[src/rtl/alu_issue_seq.sv]
// Issue sequencer for an external 32-bit combinational ALU: decodes one MIPS op, waits ALU_LAT cycles, returns result.
// Optional signed-overflow reporting for ADD/SUB/ADDI is compiled in with ALU_ISSUE_OVF_EN.
module alu_issue_seq #(
  parameter int unsigned ALU_LAT = 1
) (
  input  logic        clk,
  input  logic        rst_n,
  input  logic        in_valid,
  output logic        in_ready,
  input  logic [5:0]  in_opcode,
  input  logic [5:0]  in_funct,
  input  logic [15:0] in_imm,
  input  logic [31:0] in_rs_val,
  input  logic [31:0] in_rt_val,
  output logic [31:0] alu_a,
  output logic [31:0] alu_b,
  output logic        alu_binvert,
  output logic        alu_cin,
  output logic [1:0]  alu_op,
  input  logic [31:0] alu_res,
  input  logic        alu_co,
  output logic        out_valid,
  input  logic        out_ready,
  output logic [31:0] out_result,
  output logic        out_zero,
  output logic        out_ovf,
  output logic        out_err
);

  // state | meaning
  // IDLE  | ready for a new instruction
  // EXEC  | alu_* held, down-counting to terminal count
  // DONE  | result presented until out_ready
  typedef enum logic [1:0] {S_IDLE, S_EXEC, S_DONE} state_t;

  localparam int unsigned CW = (ALU_LAT > 1) ? $clog2(ALU_LAT) : 1;

  state_t        state, state_nxt;
  logic [CW-1:0] cnt;
  logic          tc;
  logic          is_slt_q, is_err_q;

  logic [31:0] dec_a, dec_b;
  logic        dec_binv, dec_cin, dec_slt, dec_err;
  logic [1:0]  dec_op;
  logic [31:0] b_eff, res_fin;
  logic        vraw;
  logic        unused_co;

  assign unused_co = alu_co;
  assign tc        = (cnt == '0);

  always_comb begin
    dec_a    = in_rs_val;
    dec_b    = in_rt_val;
    dec_binv = 1'b0;
    dec_cin  = 1'b0;
    dec_op   = 2'b10;
    dec_slt  = 1'b0;
    dec_err  = 1'b0;
    case (in_opcode)
      6'h00: begin
        case (in_funct)
          6'h20, 6'h21: ;
          6'h22, 6'h23: begin dec_binv = 1'b1; dec_cin = 1'b1; end
          6'h24: dec_op = 2'b00;
          6'h25: dec_op = 2'b01;
          6'h2A: begin dec_binv = 1'b1; dec_cin = 1'b1; dec_slt = 1'b1; end
          default: dec_err = 1'b1;
        endcase
      end
      6'h08, 6'h09: dec_b = {{16{in_imm[15]}}, in_imm};
      6'h0C: begin dec_b = {16'b0, in_imm}; dec_op = 2'b00; end
      6'h0D: begin dec_b = {16'b0, in_imm}; dec_op = 2'b01; end
      6'h0A: begin
        dec_b    = {{16{in_imm[15]}}, in_imm};
        dec_binv = 1'b1;
        dec_cin  = 1'b1;
        dec_slt  = 1'b1;
      end
      6'h04, 6'h05: begin dec_binv = 1'b1; dec_cin = 1'b1; end
      default: dec_err = 1'b1;
    endcase
    if (dec_err) begin
      dec_a    = '0;
      dec_b    = '0;
      dec_binv = 1'b0;
      dec_cin  = 1'b0;
      dec_op   = 2'b00;
      dec_slt  = 1'b0;
    end
  end

  // vraw is the signed overflow of a +/- b_eff; for SLT it corrects the sign bit
  assign b_eff   = alu_binvert ? ~alu_b : alu_b;
  assign vraw    = (alu_a[31] == b_eff[31]) && (alu_res[31] != alu_a[31]);
  assign res_fin = is_err_q ? 32'b0 :
                   is_slt_q ? {31'b0, alu_res[31] ^ vraw} : alu_res;

  always_ff @(posedge clk) begin
    if (!rst_n) state <= S_IDLE;
    else        state <= state_nxt;
  end

  always_comb begin
    state_nxt = state;
    case (state)
      S_IDLE:  if (in_valid) state_nxt = S_EXEC;
      S_EXEC:  if (tc) state_nxt = S_DONE;
      S_DONE:  if (out_ready) state_nxt = S_IDLE;
      default: state_nxt = S_IDLE;
    endcase
  end

  always_comb begin
    in_ready  = (state == S_IDLE);
    out_valid = (state == S_DONE);
  end

  always_ff @(posedge clk) begin
    if (!rst_n) begin
      cnt         <= '0;
      alu_a       <= '0;
      alu_b       <= '0;
      alu_binvert <= 1'b0;
      alu_cin     <= 1'b0;
      alu_op      <= 2'b00;
      is_slt_q    <= 1'b0;
      is_err_q    <= 1'b0;
      out_result  <= '0;
      out_zero    <= 1'b0;
      out_err     <= 1'b0;
    end else begin
      case (state)
        S_IDLE: if (in_valid) begin
          cnt         <= CW'(ALU_LAT - 1);
          alu_a       <= dec_a;
          alu_b       <= dec_b;
          alu_binvert <= dec_binv;
          alu_cin     <= dec_cin;
          alu_op      <= dec_op;
          is_slt_q    <= dec_slt;
          is_err_q    <= dec_err;
        end
        S_EXEC: begin
          if (tc) begin
            out_result <= res_fin;
            out_zero   <= (res_fin == 32'b0);
            out_err    <= is_err_q;
          end else begin
            cnt <= cnt - 1'b1;
          end
        end
        default: ;
      endcase
    end
  end

`ifdef ALU_ISSUE_OVF_EN
  logic dec_ovf, is_ovf_q, ovf_q;

  assign dec_ovf = ((in_opcode == 6'h00) && ((in_funct == 6'h20) || (in_funct == 6'h22)))
                   || (in_opcode == 6'h08);

  always_ff @(posedge clk) begin
    if (!rst_n) begin
      is_ovf_q <= 1'b0;
      ovf_q    <= 1'b0;
    end else if (state == S_IDLE && in_valid) begin
      is_ovf_q <= dec_ovf;
    end else if (state == S_EXEC && tc) begin
      ovf_q <= is_ovf_q & vraw;
    end
  end

  assign out_ovf = ovf_q;
`else
  assign out_ovf = 1'b0;
`endif

endmodule

[config.mk]
export PLATFORM = sky130hd
export DESIGN_NAME = alu_issue_seq
export DESIGN_NICKNAME = d
export VERILOG_FILES = /design/src/rtl/alu_issue_seq.sv
export SDC_FILE = /design/constraint.sdc
export NUM_CORES = 1
export LEC_CHECK = 0
export CAP_MARGIN = 20
export CORE_AREA = 5 5 110 112
export CTS_CLUSTER_DIAMETER = 50
export CTS_CLUSTER_SIZE = 8
export DETAILED_ROUTE_END_ITERATION = 10
export DIE_AREA = 0 0 115 117
export GPL_ROUTABILITY_DRIVEN = 0
export PLACE_DENSITY_LB_ADDON = 0.2
export SLEW_MARGIN = 25
export SYNTH_ARGS = -nofsm -noshare
export SYNTH_HDL_FRONTEND = slang
export SYNTH_SLANG_ARGS = --single-unit
export TNS_END_PERCENT = 30
[constraint.sdc]
create_clock -name clk -period 1.8 [get_ports clk]
set_input_delay 0.36 -clock clk [delete_from_list [all_inputs] [get_ports clk]]
set_output_delay 0.36 -clock clk [all_outputs]
set_load 0.01 [all_outputs]
After elaboration in Yosys (flattened, before gate mapping)
Cells that the tools add are included.
{"block": "totals", "input_bits": 129, "out_inout_bits": 105, "register_bits": 106, "elab_cells": 75}
{"block": "op_classes", "addsub": 1, "bitwise_logic": 3, "eq_ne": 21, "reduce_logical": 15, "n_mux": 24}
{"op": "2-to-1 mux 32 bit", "n": 5}
{"op": "case mux 32 bit (2 select lines)", "n": 1}
{"op": "== test 6 bit, second input constant", "n": 7}
{"op": "zero test 32 bit", "n": 1}
{"op": "NOT 32 bit", "n": 1}
{"op": "== test 6 x 4 -> 1 bit, second input constant", "n": 5}
{"op": "OR reduction 7 bit", "n": 2}
{"op": "== test 6 x 3 -> 1 bit, second input constant", "n": 2}
{"op": "case mux 2 bit (3 select lines)", "n": 2}
{"op": "OR reduction 3 bit", "n": 3}
{"op": "2-to-1 mux 2 bit", "n": 4}
{"op": "case mux 1 bit (2 select lines)", "n": 4}
{"op": "2-to-1 mux 1 bit", "n": 7}
{"op": "zero test 6 bit", "n": 1}
{"op": "AND reduction 2 bit", "n": 3}
{"op": "!= test 2 bit, second input constant", "n": 2}
{"op": "case mux 2 bit (2 select lines)", "n": 1}
{"op": "AND reduction 3 bit", "n": 1}
{"op": "== test 2 x 1 -> 1 bit, second input constant", "n": 1}
{"op": "== test 2 bit, second input constant", "n": 1}
{"op": "zero test 2 bit", "n": 1}
{"op": "!= test 2 x 1 -> 1 bit, second input constant", "n": 1}
{"op": "nonzero test 2 bit", "n": 1}
{"op": "OR reduction 2 bit", "n": 1}
{"op": "other kinds (6)", "n": 6}

Logic depth before layout (Yosys ltp)
Gate-level depths: netlist (run 1).
{"block": "logic_depth", "depth_word": 8, "ltp_mapped": 6}

Least setup slack after synthesis (run 1)
Ideal clock, no wire load.
{"block": "synth_path", "kind": "input -> register", "from": "input port in_opcode[2]", "to": "register alu_a[26]", "n_path_buf": 2, "setup_time_ns": 0.117, "t_arrival_ns": 1.434, "path_slack_ns": 0.250, "stages": 6, "path_cell_list": "nor4_4 nand2_2 o2111a_1 buf_6 buf_8 a22o_1"}
{"block": "synth_via", "elab_chain_cells": 4, "elab_cells_between_ends": 11, "cone_classes": "7 x eq/ne; 2 x mux; 2 x reduce/logical"}
{"element": "from (decl)", "line_no": "10", "source": "input logic [5:0] in_opcode,"}
{"element": "== test 6 x 4 -> 1 bit or == test 6 x 3 -> 1 bit (tied branches)", "line_no": "61", "source": "case (in_opcode)"}
{"element": "OR reduction 7 bit (no line)"}
{"element": "case mux 1 bit (2 select lines) (*)", "line_no": "61"}
{"element": "2-to-1 mux 32 bit (*)", "line_no": "84", "source": "if (dec_err) begin"}
{"element": "to (signal assigned)", "line_no": "123", "source": "alu_a <= '0;"}
{"element": "to (signal assigned)", "line_no": "137", "source": "alu_a <= dec_a;"}
{"element": "to (decl)", "line_no": "15", "source": "output logic [31:0] alu_a,"}
Mark *: on every way between the ends. The rest lies on a longest branch, timed or not.
A chain may end at the register's enable or synchronous reset.

Final worst setup path (run 1)
{"block": "layout_path", "from": "input port in_opcode[5]", "to": "register alu_a[10]"}
Same word-level chain as after synthesis.

==> results of run 1 <==
[cells in the final DEF (no fill, tap or decap), types with 11 or more instances in the layout]
| cell | n |
|---|---|
| sky130_fd_sc_hd__clkdlybuf4s50_1 | 227 |
| sky130_fd_sc_hd__dfxtp_1 | 105 |
| sky130_fd_sc_hd__nor2_1 | 39 |
| sky130_fd_sc_hd__nand2_1 | 36 |
| sky130_fd_sc_hd__buf_4 | 34 |
| sky130_fd_sc_hd__a22o_1 | 33 |
| sky130_fd_sc_hd__a22oi_1 | 32 |
| sky130_fd_sc_hd__o21ai_0 | 30 |
| sky130_fd_sc_hd__a21oi_1 | 19 |
| sky130_fd_sc_hd__mux2i_1 | 17 |
| sky130_fd_sc_hd__clkbuf_16 | 11 |
[cells by family (layout without fill, tap and decap cells)]
family	Yosys count	in the layout
flip-flops	105	105
other	1	1
AO/OA/AOI/OAI	137	137
AND/OR/NAND/NOR	106	106
buffers and inverters	33	292
XOR/XNOR	1	1
multiplexers	17	17
[final cells by class]
class / instances / area, um^2 / area share (%)
clock buffer: 9 / 225 / 3.21
clock inverter: 7 / 76.3 / 1.09
inverter: 2 / 7.51 / 0.107
multi-input combinational: 262 / 1670 / 23.8
sequential: 105 / 2100 / 30.0
tap: 143 / 179 / 2.55
timing repair buffer: 274 / 2760 / 39.3
[stage by stage]
stage / setup TNS [ns] / power [mW] / utilization (%) / hold slack, ns
finish: 0 / 5.22 / 63.0 / 0.446
global placement: -18.23 / 3.26 / 59.6 / 0.434
global route: -0.0245 / 5.45 / 63.0 / 0.463
detailed placement: -20.38 / 3.28 / 59.6 / 0.438
CTS: 0 / 5.26 / 62.3 / 0.448
floorplan: 0 / 2.73 / - / 0.471
[worst min-delay path: stages, from the launching register on]
cell and delay (ns):
sky130_fd_sc_hd__dfxtp_1 0.31, sky130_fd_sc_hd__nand2_1 0.05, sky130_fd_sc_hd__o21ai_1 0.05
[power groups by stage]
stage	sequential (mW)	combinational, mW	clock [mW]
finish	2.42	0.813	1.99
global route	2.43	0.876	2.14
CTS	2.42	0.811	2.03
detailed placement	2.47	0.806	0
global placement	2.47	0.790	0
floorplan	2.50	0.228	0
[registers in the layout (all words and copies together) (netlist names)]
signal and cells:
alu_a 32, alu_b 32, out_result 32, alu_op 2, state 2, alu_cin 1, is_err_q 1, is_slt_q 1
out_err 1, out_zero 1
[worst paths after layout]
check                              start                endpoint  slack (ns)  cells after the start
setup / recovery            in_opcode[5]  alu_a[10]$_SDFFE_PN0P_        0.03                      6
hold / removal    alu_b[29]$_SDFFE_PN0P_  alu_b[29]$_SDFFE_PN0P_        0.45                      2
setup reg to reg   state[1]$_SDFFE_PN0P_  alu_a[10]$_SDFFE_PN0P_        0.22                      5
hold reg to reg   alu_b[29]$_SDFFE_PN0P_  alu_b[29]$_SDFFE_PN0P_        0.45                      2
[routing by layer]
layer,share of wire (%),up-vias
met2,48,157
met4,2.3,0
met1,41,1881
li1,-,1965
met3,8.5,25
met5,0,-
[timing repair]
action | 4_1_cts | 5_1_grt
pin swaps | 0 | 1
setup endpoints to repair | 11 | 49
setup buffers | 0 | 1
cloned | 0 | 3
gates resized for setup | 2 | 4
==> reports/metrics.sh, run 1 <==
STATUS='completed'
DETAIL_ROUTE.VIAS_PER_CELL=5.02
WORST_SKEW_PAIR.LATE_LATENCY_NS=0.35
DRC=0
NUM_ANTENNA_CELLS=0
GRT_PASS1_VIAS=3989
FIN_AREA_MM2=0.00701
LEAKAGEPOWER_nW=2.75
GLOBAL_ROUTE.OVERFLOW_TOTAL=0
GRT_FIRST_PASS_WIRELENGTH_UM=20200
SLEW_VIOL_FINAL=0
SYN_NETS=529
COUNT_OF_FLIP_FLOPS_WITH_A_BUILT_IN_ENABLE_AFTER_SYNTHESIS=0
SYNTH_MUX_AREA_SHARE_PCT=4.33
DRT_PASS1_ITERATIONS=5
DETAILEDPLACEMENTHPWL_UM=9940
PLACEMENT.CELL_AREA_MM2=0.00663
GLOBAL_ROUTE.USAGE.MET3_PCT=7.35
GR-USAGE-MET2_PCT=31.9
SYNTH_CELLS=400
PRE_CTS_WS_NS=-0.363
ENDPOINT_KIND='flop'
FINCLKSKEW_NS=0.00503
CLOCKROOTBUFFER='sky130_fd_sc_hd__clkbuf_16'
SLOWEST_DELAY_NS=0.46
CTS_BUFFER_DEPTH=2
SYNTH_TOP_CELL_AREA_SHARE_PCT=53.5
POST-ROUTE-MIN-PERIOD_NS=1.77
INSTANCES_NO_FILL=802
CLK_PIN_SLEW_WORST_PATHS_NS=0.07
YOSYSTOPAREACELL='sky130_fd_sc_hd__dfxtp_1'
POST_SYNTH.CELL_AREA_AVG_UM2=9.82
PWR-SHARE-SEQ_PCT=46.4
SYNTH_XOR_AREA_SHARE_PCT=0.223
CRITICAL_PATH.STARTPOINT_TYPE='primary input'
CRITICAL_PATH.SLOWEST_CELL='sky130_fd_sc_hd__clkdlybuf4s50_1'
SYNTH.TOP_CELLS.BY_AREA='sky130_fd_sc_hd__dfxtp_1 54%, sky130_fd_sc_hd__a22o_1 7.4%, sky130_fd_sc_hd__a22oi_1 6.1%'
SYNTH.YOSYS.SEQ_AREA_SHARE_PCT=53.5
PLACEMENTROWS=39
SYNTHESIS.AREA_MM2=0.00393
GR-MAX-USAGE-LAYER='met2'
CTSHTREEMAXLEVEL=3
NUMCLOCKSINKS=105
AREA_GROWTH_PCT=78.5
NUM_VIAS=4028
CLOCK_TREE_FROM_TRITONCTS='done'
DIE_HEIGHT_UM=117
TIMING_WORST_SETUP_PATH_TYPE='primary input to flop'
FLOORPLAN.DIE_AREA_MM2=0.0135
SYNTH_TOP_FAMILY_BY_AREA='compound AO/OA/AOI/OAI gates'
CP_CELL_SEQUENCE='clkdlybuf4s50_1 > nor4_4 > nand2_2 > o2111a_2 > clkbuf_16 > a22o_1'
LARGEST_NET_DEGREE_AT_THE_START_OF_GLOBAL_ROUTING=34
SYNTH_SIMPLE_GATE_AREA_SHARE_PCT=12.7
SWITCHINGPOWER_mW=1.25
TIMING.MAX_CAP.VIOLATIONS=0
SYNTH-MAIN-FF-CELL='sky130_fd_sc_hd__dfxtp_1'
ANTENNA_VIOLATING_NETS_POST_ROUTE=0
P_PER_AREA_mW_PER_MM2=744
CP_MAX_FO=8
FMAX_MHz=567
SYNTH_ADDER_AREA_SHARE_PCT=0
TRITONCTS_BUFFER_COUNT=9
PWR-SHARE-CLK_PCT=38.1
DETAIL_ROUTE.WL_PER_CELL_UM=16.7
CRITICAL-PATH-TOP-DELAY-FAMILY='buffers and inverters'
CTS.HOLD.BUFFERS_ADDED=0
INTERNAL_POWER_mW=3.97
YS_FF_LATCH=105
NETSWITCHINGFRACTION_PCT=23.9
NNETSFINAL=783
FP.COREAREA_MM2=0.0111
FINAL.PERIOD_UTILIZATION_PCT=98.1
PLACE.PORT_BUFFERS=231
COUNT_OF_FINAL_HOLD_CHECK_VIOLATIONS=0
DRT-INITIAL-DRC-COUNT=261
VDD_DROP_MAX_mV=0.764
COMB_POWER_SHARE_PCT=15.6
CP_DATA_REQUIRED_TIME_NS=2.04
DIE_W_UM=115
IO_PINS=234
CELL_TOTAL_AFTER_PLACEMENT=782
SYNTH_TOP_CELLS_BY_COUNT='105 x sky130_fd_sc_hd__dfxtp_1, 41 x sky130_fd_sc_hd__nor2_1, 36 x sky130_fd_sc_hd__nand2_1'
GRT_ANTENNA_BEFORE_REPAIR=0
HOLD_PATH_CLASS='flop to flop'
CRITICAL_PATH_ARRIVAL_NS=2.01
COMPOUND_CELL_AREA_SHARE_OF_THE_YOSYS_NETLIST_PCT=24.5
YS_ASYNC_SR_FRACTION_PCT=0
SETUP_FAILING_EPS_FINAL=0
WORSTPATHBUFFERINVERTERCOUNT=2
LAYOUT.FILLER_CELLS=938
FLOORPLAN.INITIALDENSITY_PCT=35.3
FINALWIRELENGTH_UM=13400
USE_MET1_PCT=21.9
SYNTH-WARNING-COUNT=0
FINAL_LAYOUT_SIZE_SUFFIX_GT1_SHARE_PCT=10.8
FINALWORSTSETUPSLACK_NS=0.0350
GRT_USE_TOTAL_PCT=19.0
SYNTHMOSTINSTANTIATEDCELL='sky130_fd_sc_hd__dfxtp_1'
NETLIST-CELL-TYPE-COUNT=49
(Power assumes the default switching activity.)
==> inputs of run 2 (changes only) <==
Settings changed: CORE_AREA 5 5 110 112 to 5 5 114 116, DIE_AREA 0 0 115 117 to 0 0 119 121, SETUP_SLACK_MARGIN set to 0.15.
Clock period 1.8 ns to 1.6 ns, I/O delays scaled along.
==> reports/metrics.sh, run 2 (synthesis gave the netlist of run 1 again) <==
STATUS='completed'
GRT_ANTENNA_BEFORE_REPAIR=1  # +1
INTERNAL_POWER_mW=4.59  # +15%
CLOCK_TREE_FROM_TRITONCTS='done'
TRITONCTS_BUFFER_COUNT=9  # unchanged
SWITCHINGPOWER_mW=1.37  # +10%
CLOCKROOTBUFFER='sky130_fd_sc_hd__clkbuf_16'
FINAL_LAYOUT_SIZE_SUFFIX_GT1_SHARE_PCT=16.0  # +5.2 points
LAYOUT.FILLER_CELLS=1026  # +9.4%
NETSWITCHINGFRACTION_PCT=23.0  # -0.87 points
DETAIL_ROUTE.WL_PER_CELL_UM=16.4  # -2.1%
AREA_GROWTH_PCT=84.9
GRT_PASS1_VIAS=4139  # +3.8%
DETAILEDPLACEMENTHPWL_UM=10100  # +1.4%
LEAKAGEPOWER_nW=3.53  # +29%
LAYOUT.CELLS.MOST_COMMON='sky130_fd_sc_hd__dlygate4sd2_1'
FINALWIRELENGTH_UM=13500  # +0.47%
CELL_TOTAL_AFTER_PLACEMENT=793  # +1.4%
TNS_NS=0  # unchanged
COUNT_OF_FINAL_HOLD_CHECK_VIOLATIONS=0  # unchanged
CP_MAX_FO=5  # -3
LARGEST_NET_DEGREE_AT_THE_START_OF_GLOBAL_ROUTING=34  # unchanged
PWR-SHARE-CLK_PCT=38.7  # +0.6 points
GRT_FIRST_PASS_WIRELENGTH_UM=21400  # +6.1%
PLACE.PORT_BUFFERS=231  # unchanged
ANTENNA_VIOLATING_NETS_POST_ROUTE=0  # unchanged
HOLD_PATH_CLASS='primary input to flop'
FLOORPLAN.INITIALDENSITY_PCT=33.3  # -2.0 points
MULTI_INPUT_AREA_MM2=0.00178  # +7.0%
DRT-INITIAL-DRC-COUNT=223  # -15%
TIMING.MAX_CAP.VIOLATIONS=0  # unchanged
GLOBAL_ROUTE.OVERFLOW_TOTAL=0  # unchanged
CLK_PIN_SLEW_WORST_PATHS_NS=0.07  # about the same
PLACEMENTROWS=40  # +2.6%
SETUP_REPAIR_AFTER_GLOBAL_ROUTING_MISSED_ITS_MARGIN='true'
DETAIL_ROUTE.VIAS_PER_CELL=4.89  # -2.6%
HOLDCRITSTARTPOINT='alu_res[12]'
COMB_POWER_SHARE_PCT=15.6  # about the same
SETUP.WORST_PATH.START='in_funct[0]'
FLOORPLAN.DIE_AREA_MM2=0.0144  # +7.0%
TIMING_WORST_SETUP_PATH_TYPE='primary input to flop'
SETUP_FAILING_EPS_FINAL=0  # unchanged
MOST-COMMON-LAYOUT-CELLS='113 x sky130_fd_sc_hd__dlygate4sd2_1, 102 x sky130_fd_sc_hd__dfxtp_1, 96 x sky130_fd_sc_hd__clkdlybuf4s50_1, 40 x sky130_fd_sc_hd__buf_4, 38 x sky130_fd_sc_hd__nor2_1'
REPORT.POWER.TOTAL_mW=5.96  # +14%
NUM_VIAS=4027  # -0.025%
WORST_SKEW_PAIR.LATE_LATENCY_NS=0.34  # about the same
DRC=0  # unchanged
FMAX_MHz=659
CTS_BUFFER_DEPTH=2  # unchanged
ENDPOINT_KIND='flop'
PLACEMENT.CELL_AREA_MM2=0.00673  # +1.5%
REGISTER_AREA_MM2=0.00211  # +0.18%
CRITICAL_PATH_ARRIVAL_NS=1.80  # -0.21 ns
PWR-SHARE-SEQ_PCT=45.7  # -0.7 points
FIN_AREA_MM2=0.00726  # +3.6%
IO_PINS=234  # unchanged
VDD_DROP_MAX_mV=0.423  # -45%
POST-ROUTE-MIN-PERIOD_NS=1.52
DIE_HEIGHT_UM=121  # +3.4%
DRT_PASS1_ITERATIONS=4  # -1
DIE_W_UM=119  # +3.5%
INSTANCES_NO_FILL=823  # +2.6%
NUMCLOCKSINKS=105  # unchanged
CP_DATA_REQUIRED_TIME_NS=1.88  # -0.16 ns
CTSHTREEMAXLEVEL=3  # unchanged
P_PER_AREA_mW_PER_MM2=820  # +10%
SLEW_VIOL_FINAL=0  # unchanged
FINCLKSKEW_NS=0.00583  # +0.000796 ns
FINALHOLDWORSTSLACK_NS=0.291  # -0.155 ns
REG_TOP3='alu_a (32), alu_b (32), out_result (32)'
CRITICAL_PATH.STARTPOINT_TYPE='primary input'
REGTOREGSTARTPOINT='state[1]$_SDFFE_PN0P_'
NNETSFINAL=799  # +2.0%
FINAL.PERIOD_UTILIZATION_PCT=94.8
FP.COREAREA_MM2=0.0118  # +6.2%
CTS.HOLD.BUFFERS_ADDED=0  # unchanged
GRT_USE_TOTAL_PCT=18.5  # -0.44 points
==> run 2: path summary, 6_finish.rpt <==
kind                            endpoint  slack [ns]  depth (start not counted)
max               alu_b[17]$_SDFFE_PN0P_        0.08                          9
min          out_result[12]$_SDFFE_PN0N_        0.29                          3
max reg2reg       alu_b[17]$_SDFFE_PN0P_        0.09                          8
min reg2reg       alu_b[26]$_SDFFE_PN0P_        0.44                          2
==> run 2: final cells by class <==
type                       count  share of cell area [%]
sequential                   105                    29.0
clock inverter                 3                   0.655
timing repair buffer         290                    39.4
inverter                       2                   0.103
antenna                        1                  0.0345
tap                          147                    2.53
multi-input combinational    262                    24.5
clock buffer                  13                    3.72
==> run 2: routing by layer <==
metal / share of wire [%] / global-route usage (%) / up-vias
met4: 1.4 / 6.30 / 0
met2: 51 / 32.6 / 148
met3: 8.5 / 6.43 / 11
li1: - / - / 1998
met5: 0 / 0 / -
met1: 40 / 20.8 / 1870
==> run 2: repair_timing <==
action	CTS	global route
setup endpoints to repair	173	70
gates resized for setup	159	29
cloned	4	0
pin swaps	13	7
setup buffers	6	3
==> run 2: power by group through the flow <==
stage,clock [mW],combinational (mW),sequential [mW]
after floorplan,0,0.257,2.81
after global placement,0,0.925,2.78
after detailed placement,0,0.936,2.78
after CTS,2.37,0.938,2.72
after global routing,2.48,1.00,2.73
final,2.31,0.930,2.72
==> run 2: metrics by stage <==
step,util (%),setup WS (ns)
after global routing,61.5,0.00870
after global placement,57.0,-0.445
after detailed placement,57.0,-0.477
after floorplan,-,0.112
after CTS,60.7,0.0459
final,61.5,0.0826
==> run 2: worst max-delay path: stages <==
cell and delay, ns:
sky130_fd_sc_hd__dlygate4sd2_1 0.25, sky130_fd_sc_hd__nand2b_4 0.14, sky130_fd_sc_hd__a221oi_4 0.25, sky130_fd_sc_hd__buf_4 0.17, sky130_fd_sc_hd__o2111ai_4 0.14, sky130_fd_sc_hd__buf_4 0.18
sky130_fd_sc_hd__buf_6 0.11, sky130_fd_sc_hd__buf_12 0.13, sky130_fd_sc_hd__o21ai_2 0.10
